[config.mk]
export PLATFORM = sky130hd
export DESIGN_NAME = cc_gearbox256_flat
export DESIGN_NICKNAME = d
export VERILOG_FILES = /design/src/rtl/cc_gearbox256_if.sv /design/src/rtl/cc_gearbox256.sv /design/src/flat_wrapper.sv
export SDC_FILE = /design/constraint.sdc
export NUM_CORES = 1
export LEC_CHECK = 0
export ABC_CLOCK_PERIOD_IN_PS = 2700
export CORE_AREA = 3 3 257 259
export CTS_BUF_LIST = sky130_fd_sc_hd__clkbuf_4
export CTS_CLUSTER_SIZE = 25
export DETAILED_ROUTE_END_ITERATION = 16
export DIE_AREA = 0 0 260 262
export DONT_BUFFER_PORTS = 1
export SYNTH_ARGS = -nofsm -noshare
export SYNTH_HDL_FRONTEND = slang
export SYNTH_SLANG_ARGS = --single-unit
[constraint.sdc]
create_clock -name clk -period 2.7 [get_ports clk]
set_clock_uncertainty 0.2 [all_clocks]
set_input_delay 0.81 -clock clk [delete_from_list [all_inputs] [get_ports clk]]
set_output_delay 0.81 -clock clk [all_outputs]
set_load 0.02 [all_outputs]
[src/rtl/cc_gearbox256_if.sv]
// Interface bundles for the CC gearbox: user-side completion stream and AXI4-Stream CC port.
// With CC_GEARBOX_DISCONTINUE_EN defined, the user bundle also carries cc_discontinue.

interface cc_user_if;
    logic         cc_valid;
    logic         cc_ready;
    logic [95:0]  cc_descriptor;
    logic [255:0] cc_payload;
    logic [7:0]   cc_payload_dw_keep;
    logic         cc_payload_last;
`ifdef CC_GEARBOX_DISCONTINUE_EN
    logic         cc_discontinue;

    modport master (
        output cc_valid, cc_descriptor, cc_payload, cc_payload_dw_keep, cc_payload_last,
               cc_discontinue,
        input  cc_ready
    );
    modport slave (
        input  cc_valid, cc_descriptor, cc_payload, cc_payload_dw_keep, cc_payload_last,
               cc_discontinue,
        output cc_ready
    );
`else
    modport master (
        output cc_valid, cc_descriptor, cc_payload, cc_payload_dw_keep, cc_payload_last,
        input  cc_ready
    );
    modport slave (
        input  cc_valid, cc_descriptor, cc_payload, cc_payload_dw_keep, cc_payload_last,
        output cc_ready
    );
`endif
endinterface

interface cc_axis_if;
    logic [255:0] s_axis_cc_tdata;
    logic [7:0]   s_axis_cc_tkeep;
    logic         s_axis_cc_tvalid;
    logic         s_axis_cc_tlast;
    logic [32:0]  s_axis_cc_tuser;
    logic         s_axis_cc_tready;

    modport master (
        output s_axis_cc_tdata, s_axis_cc_tkeep, s_axis_cc_tvalid, s_axis_cc_tlast,
               s_axis_cc_tuser,
        input  s_axis_cc_tready
    );
    modport slave (
        input  s_axis_cc_tdata, s_axis_cc_tkeep, s_axis_cc_tvalid, s_axis_cc_tlast,
               s_axis_cc_tuser,
        output s_axis_cc_tready
    );
endinterface

[src/rtl/cc_gearbox256.sv]
// CC transmit gearbox: prepends the 96-bit descriptor and shifts payload up by three DWs.
// Optional feature macro: CC_GEARBOX_DISCONTINUE_EN (per-packet discontinue on tuser[0]).

module cc_gearbox256 #(
    parameter int DATA_WIDTH = 256
) (
    input  logic      clk,
    input  logic      rst_n,
    cc_user_if.slave  up,
    cc_axis_if.master dn
);
    localparam int NDW = DATA_WIDTH / 32;

    typedef enum logic [1:0] {IDLE, BODY, FLUSH} state_t;

    state_t       state_q, state_d;
    logic [95:0]  carry_q, carry_d;
    logic [7:0]   flush_keep_q, flush_keep_d;
    logic [255:0] tdata_q, tdata_d;
    logic [7:0]   tkeep_q, tkeep_d;
    logic         tlast_q, tlast_d;
    logic         tvalid_q, tvalid_d;
`ifdef CC_GEARBOX_DISCONTINUE_EN
    logic         disc_q, disc_d;
    logic         tuser0_q, tuser0_d;
`endif

    logic         slot_free;
    logic         accept;
    logic [3:0]   n_dw;
    logic [95:0]  low_dw;

    function automatic logic [7:0] dw_mask(input logic [3:0] k);
        logic [7:0] m;
        m = '0;
        for (int i = 0; i < NDW; i++) begin
            m[i] = (i < int'(k));
        end
        return m;
    endfunction

    assign slot_free    = !tvalid_q || dn.s_axis_cc_tready;
    assign up.cc_ready  = slot_free && (state_q != FLUSH);
    assign accept       = up.cc_valid && up.cc_ready;
    // First beat carries the descriptor in the low three DWs; later beats carry the previous spill.
    assign low_dw       = (state_q == IDLE) ? up.cc_descriptor : carry_q;

    always_comb begin
        n_dw = '0;
        for (int i = 0; i < NDW; i++) begin
            n_dw = n_dw + 4'(up.cc_payload_dw_keep[i]);
        end
    end

    always_comb begin
        state_d      = state_q;
        carry_d      = carry_q;
        flush_keep_d = flush_keep_q;
        tdata_d      = tdata_q;
        tkeep_d      = tkeep_q;
        tlast_d      = tlast_q;
        tvalid_d     = tvalid_q;
`ifdef CC_GEARBOX_DISCONTINUE_EN
        disc_d       = disc_q;
        tuser0_d     = tuser0_q;
`endif
        if (tvalid_q && dn.s_axis_cc_tready) begin
            tvalid_d = 1'b0;
        end

        unique case (state_q)
            IDLE, BODY: begin
                if (accept) begin
                    tdata_d  = {up.cc_payload[159:0], low_dw};
                    carry_d  = up.cc_payload[255:160];
                    tvalid_d = 1'b1;
`ifdef CC_GEARBOX_DISCONTINUE_EN
                    disc_d   = disc_q | up.cc_discontinue;
                    tuser0_d = 1'b0;
`endif
                    if (!up.cc_payload_last) begin
                        tkeep_d = 8'hFF;
                        tlast_d = 1'b0;
                        state_d = BODY;
                    end else if (n_dw <= 4'd5) begin
                        tkeep_d = dw_mask(n_dw + 4'd3);
                        tlast_d = 1'b1;
                        state_d = IDLE;
`ifdef CC_GEARBOX_DISCONTINUE_EN
                        tuser0_d = disc_q | up.cc_discontinue;
                        disc_d   = 1'b0;
`endif
                    end else begin
                        // Spill of n-5 DWs does not fit; emit it as a dedicated flush beat.
                        tkeep_d      = 8'hFF;
                        tlast_d      = 1'b0;
                        flush_keep_d = dw_mask(n_dw - 4'd5);
                        state_d      = FLUSH;
                    end
                end
            end
            FLUSH: begin
                if (slot_free) begin
                    tdata_d  = {160'b0, carry_q};
                    tkeep_d  = flush_keep_q;
                    tlast_d  = 1'b1;
                    tvalid_d = 1'b1;
                    state_d  = IDLE;
`ifdef CC_GEARBOX_DISCONTINUE_EN
                    tuser0_d = disc_q;
                    disc_d   = 1'b0;
`endif
                end
            end
            default: state_d = IDLE;
        endcase
    end

    always_ff @(posedge clk or negedge rst_n) begin
        if (!rst_n) begin
            state_q      <= IDLE;
            carry_q      <= '0;
            flush_keep_q <= '0;
            tdata_q      <= '0;
            tkeep_q      <= '0;
            tlast_q      <= 1'b0;
            tvalid_q     <= 1'b0;
`ifdef CC_GEARBOX_DISCONTINUE_EN
            disc_q       <= 1'b0;
            tuser0_q     <= 1'b0;
`endif
        end else begin
            state_q      <= state_d;
            carry_q      <= carry_d;
            flush_keep_q <= flush_keep_d;
            tdata_q      <= tdata_d;
            tkeep_q      <= tkeep_d;
            tlast_q      <= tlast_d;
            tvalid_q     <= tvalid_d;
`ifdef CC_GEARBOX_DISCONTINUE_EN
            disc_q       <= disc_d;
            tuser0_q     <= tuser0_d;
`endif
        end
    end

    assign dn.s_axis_cc_tdata  = tdata_q;
    assign dn.s_axis_cc_tkeep  = tkeep_q;
    assign dn.s_axis_cc_tlast  = tlast_q;
    assign dn.s_axis_cc_tvalid = tvalid_q;
`ifdef CC_GEARBOX_DISCONTINUE_EN
    assign dn.s_axis_cc_tuser  = {32'b0, tuser0_q};
`else
    assign dn.s_axis_cc_tuser  = 33'b0;
`endif

endmodule

[src/flat_wrapper.sv]
// flat-port wrapper written by rule: the top's interface ports become plain ports
module cc_gearbox256_flat 
#(
    parameter int DATA_WIDTH = 256
)
  (clk, rst_n, up_cc_valid, up_cc_descriptor, up_cc_payload, up_cc_payload_dw_keep, up_cc_payload_last, up_cc_ready, dn_s_axis_cc_tdata, dn_s_axis_cc_tkeep, dn_s_axis_cc_tvalid, dn_s_axis_cc_tlast, dn_s_axis_cc_tuser, dn_s_axis_cc_tready);
  cc_user_if up_i ();
  cc_axis_if dn_i ();
  input  logic clk;
  input  logic rst_n;
  input wire logic [$bits(up_i.cc_valid)-1:0] up_cc_valid;
  input wire logic [$bits(up_i.cc_descriptor)-1:0] up_cc_descriptor;
  input wire logic [$bits(up_i.cc_payload)-1:0] up_cc_payload;
  input wire logic [$bits(up_i.cc_payload_dw_keep)-1:0] up_cc_payload_dw_keep;
  input wire logic [$bits(up_i.cc_payload_last)-1:0] up_cc_payload_last;
  output wire logic [$bits(up_i.cc_ready)-1:0] up_cc_ready;
  output wire logic [$bits(dn_i.s_axis_cc_tdata)-1:0] dn_s_axis_cc_tdata;
  output wire logic [$bits(dn_i.s_axis_cc_tkeep)-1:0] dn_s_axis_cc_tkeep;
  output wire logic [$bits(dn_i.s_axis_cc_tvalid)-1:0] dn_s_axis_cc_tvalid;
  output wire logic [$bits(dn_i.s_axis_cc_tlast)-1:0] dn_s_axis_cc_tlast;
  output wire logic [$bits(dn_i.s_axis_cc_tuser)-1:0] dn_s_axis_cc_tuser;
  input wire logic [$bits(dn_i.s_axis_cc_tready)-1:0] dn_s_axis_cc_tready;
  assign up_i.cc_valid = up_cc_valid;
  assign up_i.cc_descriptor = up_cc_descriptor;
  assign up_i.cc_payload = up_cc_payload;
  assign up_i.cc_payload_dw_keep = up_cc_payload_dw_keep;
  assign up_i.cc_payload_last = up_cc_payload_last;
  assign up_cc_ready = up_i.cc_ready;
  assign dn_s_axis_cc_tdata = dn_i.s_axis_cc_tdata;
  assign dn_s_axis_cc_tkeep = dn_i.s_axis_cc_tkeep;
  assign dn_s_axis_cc_tvalid = dn_i.s_axis_cc_tvalid;
  assign dn_s_axis_cc_tlast = dn_i.s_axis_cc_tlast;
  assign dn_s_axis_cc_tuser = dn_i.s_axis_cc_tuser;
  assign dn_i.s_axis_cc_tready = dn_s_axis_cc_tready;
  cc_gearbox256 #(.DATA_WIDTH(DATA_WIDTH)) u_core (.clk(clk), .rst_n(rst_n), .up(up_i), .dn(dn_i));
endmodule
==> reports/metrics.cfg, run 1 <==
[outcome]
run_status = complete, but fails checks
violations = hold timing, setup timing

[setup_path]
critPathMaxStageDelay_ns = 0.54
crit_required_ns = 3.12
slowest_stage = or4_4
end_kind = flop
critical_path.startpoint_type = input pin
cp_max_fo = 8
rr_startpoint = u_core.dn.s_axis_cc_tvalid
r2r_slack_ns = 0.50
cp_cell_sequence = ha_4 -> inv_2 -> fa_1 -> fa_1 -> fa_2 -> fa_2 -> ha_4 -> or4_4 -> mux2i_4 -> a32oi_1
critPathBufInv = 1
rr_endpoint = u_core.dn.s_axis_cc_tdata[236]
r2r_cells = 5
path_delay_family = adder cells
crit_type = in -> reg
arrival_ns = 4.07

[worst_hold_path]
worstHoldPathType = in -> async

[clock_tree]
cts_buffers = 97
clock-sinks = 372
cts_buffer_depth = 3
clk_pin_slew_ns = 0.07
hold_buffers = 355
cts_tree = yes
clk_latency_ns = 0.78
cts_root_buf = clkbuf_4
htreeDepth = 3

[synthesis]
syn-cell-area_sq_um = 14970
yosysSeqAreaShare_pct = 62.18
yosys.area.top_type = dfrtp_1
synthFlopType = dfrtp_1
syn_inst = 1134
yosysUniqueCellTypes = 43
synth_edf_count = 0
syn_avg_cell_area_sq_um = 13.20
synth_top_area_share_pct = 62.18
async_reset_ff_share_pct = 100.0
synth-seq-cells = 372
ys_top_cells_by_area = dfrtp_1, a22o_1, mux2i_1
synth_warnings = 0

[routing]
wire_per_inst_um = 19.07
ant_nets = 0
drc_errors = 0
via_per_inst = 4.467
wirelength_mm = 47.62
drt_iter0_markers = 644
vias = 11153
firstDrtPassIters = 5

[finish]
final_common_cell = dfrtp_1
syn_to_final_growth_pct = 40.77
layout_common_cells = dfrtp_1, dlygate4sd3_1, a22o_1
fin_nets = 1935
fill_cells = 6192
final_area_sq_um = 21070
post_layout_nonfiller_instances = 2497
drive_gt1_share_pct = 15.15

[grt]
grtUsageTotal_pct = 12.93
antenna_found_initial = 4
grt_first_pass_wirelength_mm = 68.77
overflow = 0
grt_max_degree = 373
grt_pass1_vias = 12014

[timing]
rsz0062_at_grt = true
setup_tns_ns = -15.04
hold_violations = 372
min_period_ns = 3.650
drv_slew = 0
relSlewSlack_pct = 55.26
setup_violations = 18
max_freq_mhz = 273.9
min_period_over_period_pct = 135.2
worst-slew-pin-transition_ns = 0.6710
timing.hold.ws_ns = -0.4662
layout_setup_ws_ns = -0.9503

[die]
fp.dieArea_sq_um = 68120
initial_core_util_pct = 23.35
core-area_sq_um = 64120
ioPinCount = 665
die_y_um = 262
rows = 93
fp.dieW_um = 260

[placement]
dp_cells = 1956
dpl_cell_area_sq_um = 16100
dp_hpwl_mm = 30.37
numPortBuffers = 0
place_congestion = 0.8132

[pwr]
ir_worst_vdd_uv = 534.5
power_per_cell_area_nw_per_um2 = 931.2
finalPower_w = 0.01962
leakagePower_nw = 9.355

[run]
cap_violations = 0

## worst max path at each step
stage / startpoint / end / cells past startpoint
floorplan: up_cc_payload_dw_keep[1] / u_core.flush_keep_q[6] / 10
global placement: up_cc_payload_dw_keep[1] / u_core.flush_keep_q[6] / 10
detailed placement: up_cc_payload_dw_keep[1] / u_core.flush_keep_q[6] / 10
CTS: up_cc_payload_dw_keep[1] / u_core.flush_keep_q[1] / 10
global route: up_cc_payload_dw_keep[1] / u_core.flush_keep_q[0] / 10
finish: up_cc_payload_dw_keep[1] / u_core.flush_keep_q[6] / 10
## cell type report
class / instances / area, sq um / area share [%]
Antenna cell: 5 / 12.51 / 0.05937
Clock buffer: 141 / 1059 / 5.023
Clock inverter: 35 / 212.7 / 1.009
Inverter: 20 / 75.07 / 0.3562
Multi-Input combinational cell: 659 / 5210 / 24.72
Sequential cell: 372 / 9311 / 44.18
Tap cell: 855 / 1070 / 5.076
Timing Repair Buffer: 410 / 4124 / 19.57
## cell usage after synthesis (2+ instances only)
| cell type | instances |
|---|---|
| a211oi_1 | 2 |
| a21oi_1 | 2 |
| a22o_1 | 160 |
| a22oi_1 | 2 |
| a31oi_1 | 3 |
| a32oi_1 | 6 |
| and2_1 | 2 |
| buf_1 | 4 |
| buf_2 | 54 |
| buf_4 | 43 |
| clkbuf_1 | 14 |
| dfrtp_1 | 372 |
| fa_1 | 4 |
| ha_1 | 6 |
| inv_1 | 20 |
| mux2_1 | 86 |
| mux2_2 | 10 |
| mux2i_1 | 97 |
| nand2_1 | 100 |
| nand2b_1 | 3 |
| nor2_1 | 8 |
| nor2b_1 | 4 |
| nor3_1 | 12 |
| o21ai_1 | 98 |
| o21bai_1 | 3 |
| xnor2_1 | 2 |
## logic make-up after synthesis
group	after synthesis	synth area share (%)
AND/OR/NAND/NOR	136	3.911
buffers and inverters	135	4.914
multiplexers	194	13.86
adder cells (fa/ha/maj)	10	1.036
other	1	0.02505
flip-flops	372	62.18
AO/OA/AOI/OAI	283	13.90
XOR/XNOR	3	0.1755
## stage by stage
stage	util (%)	setup WS [ns]
after global placement	25.11	-1.725
final	32.87	-0.9503
after CTS	32.81	-0.7686
after global routing	32.87	-0.9105
after detailed placement	25.11	-1.783
after floorplan	-	-1.605
## state kept, by name, summed over array words and instances, names as in the netlist
register and count:
u_core.state_q 2, u_core.dn.s_axis_cc_tdata 256, u_core.flush_keep_q 8, u_core.dn.s_axis_cc_tkeep 8, u_core.dn.s_axis_cc_tlast 1, u_core.dn.s_axis_cc_tvalid 1
u_core.carry_q 96
## power breakdown
group / internal, W / switching [W]
clock: 0.00261 / 0.00240
combinational: 0.00222 / 0.00204
sequential: 0.00726 / 0.00310
## what timing repair did
item                                    CTS  global route
buffers inserted                          7             1
resized for setup                        17             6
hold endpoints to repair                727           372
pin swaps                                11             7
endpoints found under the setup margin   19            19
## per-layer routing
metal | global-route usage [%] | vias up | part of all wire, %
li1 | - | 4934 | -
met1 | 14.06 | 5532 | 36
met2 | 22.80 | 594 | 52
met3 | 4.809 | 91 | 9.3
met4 | 5.123 | 2 | 2.3
met5 | 0 | - | 0.025
Note: power is estimated with default switching activity, not from simulation.
==> run 2, diff against run 1 <==
Settings changed: ABC_AREA set to 1, CORE_AREA 3 3 257 259 to 3 3 259 261, CTS_BUF_LIST sky130_fd_sc_hd__clkbuf_4 to sky130_fd_sc_hd__clkbuf_8 sky130_fd_sc_hd__clkbuf_16, DIE_AREA 0 0 260 262 to 0 0 262 264.
==> run 2 against run 1 <==
Effect of this change: the flow still finishes with violations (hold timing, setup timing); clock power is 19% higher; synthesized area rose by 1.3%; die area is 1.5% higher; worst hold slack improved by 0.23 ns; non-clock buffer count shrank 367; combinational power is 5% lower; fmax grew 0.83%; synthesized cell count rose by 32%; clock-buffer cell count shrank 87; critical endpoint is now u_core.flush_keep_q[0]; largest cell class unchanged; largest power group unchanged.
==> reports/metrics.cfg, run 2 <==
[outcome]
run_status = complete, but fails checks
violations = hold timing, setup timing

[setup_path]
crit_required_ns = 2.93
arrival_ns = 3.85
cp_cell_sequence = ha_4 -> inv_2 -> fa_1 -> fa_1 -> fa_2 -> fa_2 -> ha_4 -> nor2_4 -> nand3_4 -> nand2_4 -> nand3_4 -> buf_12 -> nand2_2 -> nand2_2
path_delay_family = adder cells
critPathBufInv = 2
crit_type = in -> reg
critical_path.startpoint_type = input pin
slowest_stage = fa_2
critPathMaxStageDelay_ns = 0.51
cp_max_fo = 6
end_kind = flop
r2r_slack_ns = 0.47

[finish]
syn_to_final_growth_pct = 16.89
drive_gt1_share_pct = 10.54
final_common_cell = nand2_1
largest_reg_flops = 256
layout_common_cells = nand2_1, dfrtp_1, a22o_1
final_area_sq_um = 17730
fin_nets = 1853

[synthesis]
synthFlopType = dfrtp_1
yosys.area.top_type = dfrtp_1
yosysUniqueCellTypes = 26
syn-cell-area_sq_um = 15170
synth-seq-cells = 372
async_reset_ff_share_pct = 100.0
synth_top_area_share_pct = 61.36
yosysMostFrequentCell = nand2_1
synth_warnings = 0
syn_avg_cell_area_sq_um = 10.12
syn_inst = 1499
ys_top_cells_by_area = dfrtp_1, nand2_1, a22o_1
yosysSeqAreaShare_pct = 61.36
yosys-top-cells-count = nand2_1, dfrtp_1, a22o_1
synth_edf_count = 0

[die]
fp.dieW_um = 262
die_y_um = 264
fp.dieArea_sq_um = 69170
core-area_sq_um = 64700
ioPinCount = 665
initial_core_util_pct = 23.45
rows = 93

[routing]
wl_met2_mm = 24.37
ant_nets = 0
vias = 11249
routedLengthMet1_mm = 20.01
via_per_inst = 4.742
wirelength_mm = 51.12
drc_errors = 0
firstDrtPassIters = 5
wire_per_inst_um = 21.55
wl_met3_mm = 5.289
topRoutingLayerUsed = met5
drt_iter0_markers = 716

[placement]
dpl_cell_area_sq_um = 16040
place_congestion = 0.8723
dp_slack_ns = -1.493
numPortBuffers = 0
dp_hpwl_mm = 37.15

[clock_tree]
cts_buffers = 43
cts_tree = yes
clk_latency_ns = 0.56
cts_buffer_depth = 3
htreeDepth = 2
cts_root_buf = clkbuf_16
clk_pin_slew_ns = 0.06
clock-sinks = 372

[timing]
worst-slew-pin-transition_ns = 0.6877
setup_violations = 18
relSlewSlack_pct = 54.16
timing.hold.ws_ns = -0.2366
drv_slew = 0
layout_setup_ws_ns = -0.9203
min_period_over_period_pct = 134.1
max_freq_mhz = 276.2
hold_violations = 372
min_period_ns = 3.620
rsz0062_at_grt = true

[run]
cap_violations = 0

[pwr]
leakagePower_nw = 8.227
finalPower_w = 0.02093
power_per_cell_area_nw_per_um2 = 1180
ir_worst_vdd_uv = 489.0

[grt]
grt_first_pass_wirelength_mm = 72.80
grt_max_degree = 373
antenna_found_initial = 16
grt_pass1_vias = 10992
overflow = 0
grtUsageTotal_pct = 13.71

[worst_hold_path]
worstHoldPathType = in -> async

## run 2: cell types whose count changed in the layout (fill, tap and decap cells not counted), moves of 43 or more
cell,previous run,this run
dlygate4sd3_1,355,0
nand2_1,100,432
clkbuf_4,141,0
nor2_1,7,110
o21ai_0,1,98
mux2i_1,96,0
o21ai_1,98,3
a31oi_1,3,96
mux2_1,86,0
clkbuf_16,0,43
## run 2: cell families after synthesis
kind of cell             synth area share [%]
AND/OR/NAND/NOR                         14.58
flip-flops                              61.36
AO/OA/AOI/OAI                           16.82
buffers and inverters                   6.078
adder cells (fa/ha/maj)                 1.023
XOR/XNOR                               0.1155
other                                 0.02472
## run 2: repair_timing
action	CTS	global route
resized for setup	9	35
buffers inserted	4	1
gates cloned	1	0
endpoints found under the setup margin	19	18
pin swaps	4	7
endpoints found under the hold margin	372	372
## run 2: layout make-up
| type | instances | area, sq um |
|---|---|---|
| timing repair buffer | 43 | 471.7 |
| antenna | 9 | 22.52 |
| clock buffer | 54 | 1227 |
| multi-input combinational | 986 | 5274 |
| timing repair inverter | 1 | 5.005 |
| clock inverter | 21 | 219.0 |
| fill | 6795 | 46960 |
| sequential | 372 | 9316 |
| tap | 855 | 1070 |
| inverter | 31 | 128.9 |
## run 2: worst paths after layout
path,start,to,cells past startpoint
setup / recovery,up_cc_payload_dw_keep[1],u_core.flush_keep_q[0],14
hold / removal,rst_n,u_core.dn.s_axis_cc_tdata[113],0
setup reg to reg,u_core.dn.s_axis_cc_tvalid,u_core.dn.s_axis_cc_tdata[227],8
hold reg to reg,u_core.carry_q[57],u_core.carry_q[57],2
max in group asynchronous,rst_n,u_core.state_q[1],0
min in group clk,up_cc_payload[215],u_core.carry_q[55],2
## run 2: power breakdown
| group | switching (W) | leakage, nW | internal (W) | total [W] |
|---|---|---|---|---|
| clock | 0.00236 | 0.745 | 0.00359 | 0.00595 |
| sequential | 0.00350 | 4.47 | 0.00742 | 0.0109 |
| combinational | 0.00239 | 3.01 | 0.00168 | 0.00406 |
| total | 0.00825 | 8.23 | 0.0127 | 0.0209 |
## run 2: metrics by stage
step	TNS, ns	std cells	util [%]
6_report	-15.62	2372	27.41
5_1_grt	-17.13	2364	27.38
4_1_cts	-14.69	2363	27.17
3_5_place_dp	-25.84	2283	24.80
3_3_place_gp	-24.51	2283	24.80
2_1_floorplan	-21.98	1531	-
## run 2: metal layers
metal,vias to the layer above,global-route usage [%]
met4,12,4.262
met2,493,22.30
met3,95,5.704
met1,5655,16.46
met5,-,0
li1,4994,-
==> run 3, diff against run 2 <==
Settings changed: CORE_AREA 3 3 259 261 to 3 3 256 258, DIE_AREA 0 0 262 264 to 0 0 259 261.
==> run 3 against run 2 <==
Effect of this change: the run still ends with hold timing, setup timing left; combinational power is 1% higher; critical path depth down 2; non-clock buffer count increased by 1; critical endpoint is now u_core.dn.s_axis_cc_tkeep[6]; largest cell class unchanged; largest power group unchanged.
==> reports/metrics.cfg, run 3 (same netlist as run 2, synthesis figures left out) <==
[grt]
overflow = 0
grtUsageTotal_pct = 13.97
antenna_found_initial = 10
grt_first_pass_wirelength_mm = 72.39
grt_pass1_vias = 11231
grt_max_degree = 373

[finish]
largest_reg_flops = 256
final_common_cell = nand2_1
fin_nets = 1855
syn_to_final_growth_pct = 17.27
drive_gt1_share_pct = 10.37
layout_common_cells = nand2_1, dfrtp_1, a22o_1
fill_cells = 6567

[placement]
place_congestion = 0.7930
numPortBuffers = 0
dp_slack_ns = -1.485
dp_hpwl_mm = 36.61

[timing]
min_period_over_period_pct = 132.6
hold_violations = 372
min_period_ns = 3.580
setup_tns_ns = -15.10
layout_setup_ws_ns = -0.8800
setup_violations = 18
worst-slew-pin-transition_ns = 0.8090
rsz0062_at_grt = true
max_freq_mhz = 279.3
drv_slew = 0
relSlewSlack_pct = 46.07
timing.hold.ws_ns = -0.2408

[run]
cap_violations = 0

[die]
fp.dieW_um = 259
core-area_sq_um = 63200
initial_core_util_pct = 24.01
fp.dieArea_sq_um = 67600
ioPinCount = 665
rows = 92
die_y_um = 261

[setup_path]
rr_endpoint = u_core.dn.s_axis_cc_tdata[117]
critical_path.startpoint_type = input pin
crit_type = in -> reg
r2r_cells = 8
r2r_slack_ns = 0.45
end_kind = flop
rr_startpoint = u_core.state_q[1]
crit_required_ns = 2.96
arrival_ns = 3.84
cp_max_fo = 4

[routing]
drc_errors = 0
drt_iter0_markers = 1014
firstDrtPassIters = 5
vias = 11260
wire_per_inst_um = 21.42
via_per_inst = 4.753
ant_nets = 0
wirelength_mm = 50.75

[clock_tree]
clk_pin_slew_ns = 0.06
cts_buffers = 43
htreeDepth = 2
cts_root_buf = clkbuf_16
clk_latency_ns = 0.55
clock-sinks = 372
cts_buffer_depth = 3
cts_tree = yes

[pwr]
ir_worst_vdd_uv = 716.7
power_per_cell_area_nw_per_um2 = 1191
leakagePower_nw = 8.250

[outcome]
violations = hold timing, setup timing
run_status = complete, but fails checks

[worst_hold_path]
worstHoldPathType = in -> async

-- run 3: cell type report --
| cell class | instances | area, sq um | area share [%] |
|---|---|---|---|
| sequential | 372 | 9316 | 52.36 |
| multi-input combinational | 987 | 5283 | 29.69 |
| clock buffer | 53 | 1236 | 6.948 |
| tap | 846 | 1059 | 5.949 |
| timing repair buffer | 44 | 475.5 | 2.672 |
| clock inverter | 26 | 265.3 | 1.491 |
| inverter | 31 | 128.9 | 0.7243 |
| antenna | 9 | 22.52 | 0.1266 |
| timing repair inverter | 1 | 6.256 | 0.03516 |
-- run 3: worst max-delay path by stage --
stage | start | end | cells after the start
3_3_place_gp | up_cc_payload_dw_keep[1] | u_core.dn.s_axis_cc_tkeep[2] | 14
2_1_floorplan | up_cc_payload_dw_keep[1] | u_core.flush_keep_q[6] | 14
6_report | up_cc_payload_dw_keep[1] | u_core.dn.s_axis_cc_tkeep[6] | 12
4_1_cts | up_cc_payload_dw_keep[1] | u_core.flush_keep_q[7] | 14
3_5_place_dp | up_cc_payload_dw_keep[1] | u_core.flush_keep_q[6] | 14
5_1_grt | up_cc_payload_dw_keep[1] | u_core.dn.s_axis_cc_tkeep[6] | 12
-- run 3: routing by layer --
layer | up-vias | share of wire (%) | global-route usage (%) | wire [um]
met2 | 485 | 47 | 21.73 | 24070
met4 | 6 | 2.6 | 4.463 | 1305
met1 | 5705 | 40 | 18.01 | 20440
met3 | 80 | 9.7 | 5.251 | 4901
met5 | - | 0.075 | 0 | 38
li1 | 4984 | - | - | -
-- run 3: metrics by stage --
step                cells  power (W)  cell area (sq um)  util [%]
finish               2369    0.02119              17790     28.15
global route         2360    0.02234              17770     28.12
detailed placement   2274    0.01496              16040     25.39
floorplan            1531    0.01324              15340         -
CTS                  2358    0.02131              17680     27.97
global placement     2274    0.01477              16040     25.39
-- run 3: repair_timing --
action,CTS,global route
pin swaps,1,1
gates cloned,2,0
endpoints found under the setup margin,19,18
setup buffers,3,2
endpoints found under the hold margin,372,372
gates resized for setup,22,15
-- run 3: worst max-delay path, cell delays in order --
cell and delay (ns):
ha_4 0.24, inv_2 0.03, fa_1 0.50, fa_1 0.43, fa_2 0.37, fa_2 0.63
ha_4 0.19, nand3_2 0.14, buf_4 0.18, o21ai_1 0.11, nor2_1 0.06, a21oi_1 0.15
-- run 3: power breakdown --
part	internal [W]	leakage [nW]	switching, W
registers	0.00742	4.47	0.00354
logic	0.00171	3.01	0.00240
clock network	0.00373	0.771	0.00239
total	0.0129	8.25	0.00833
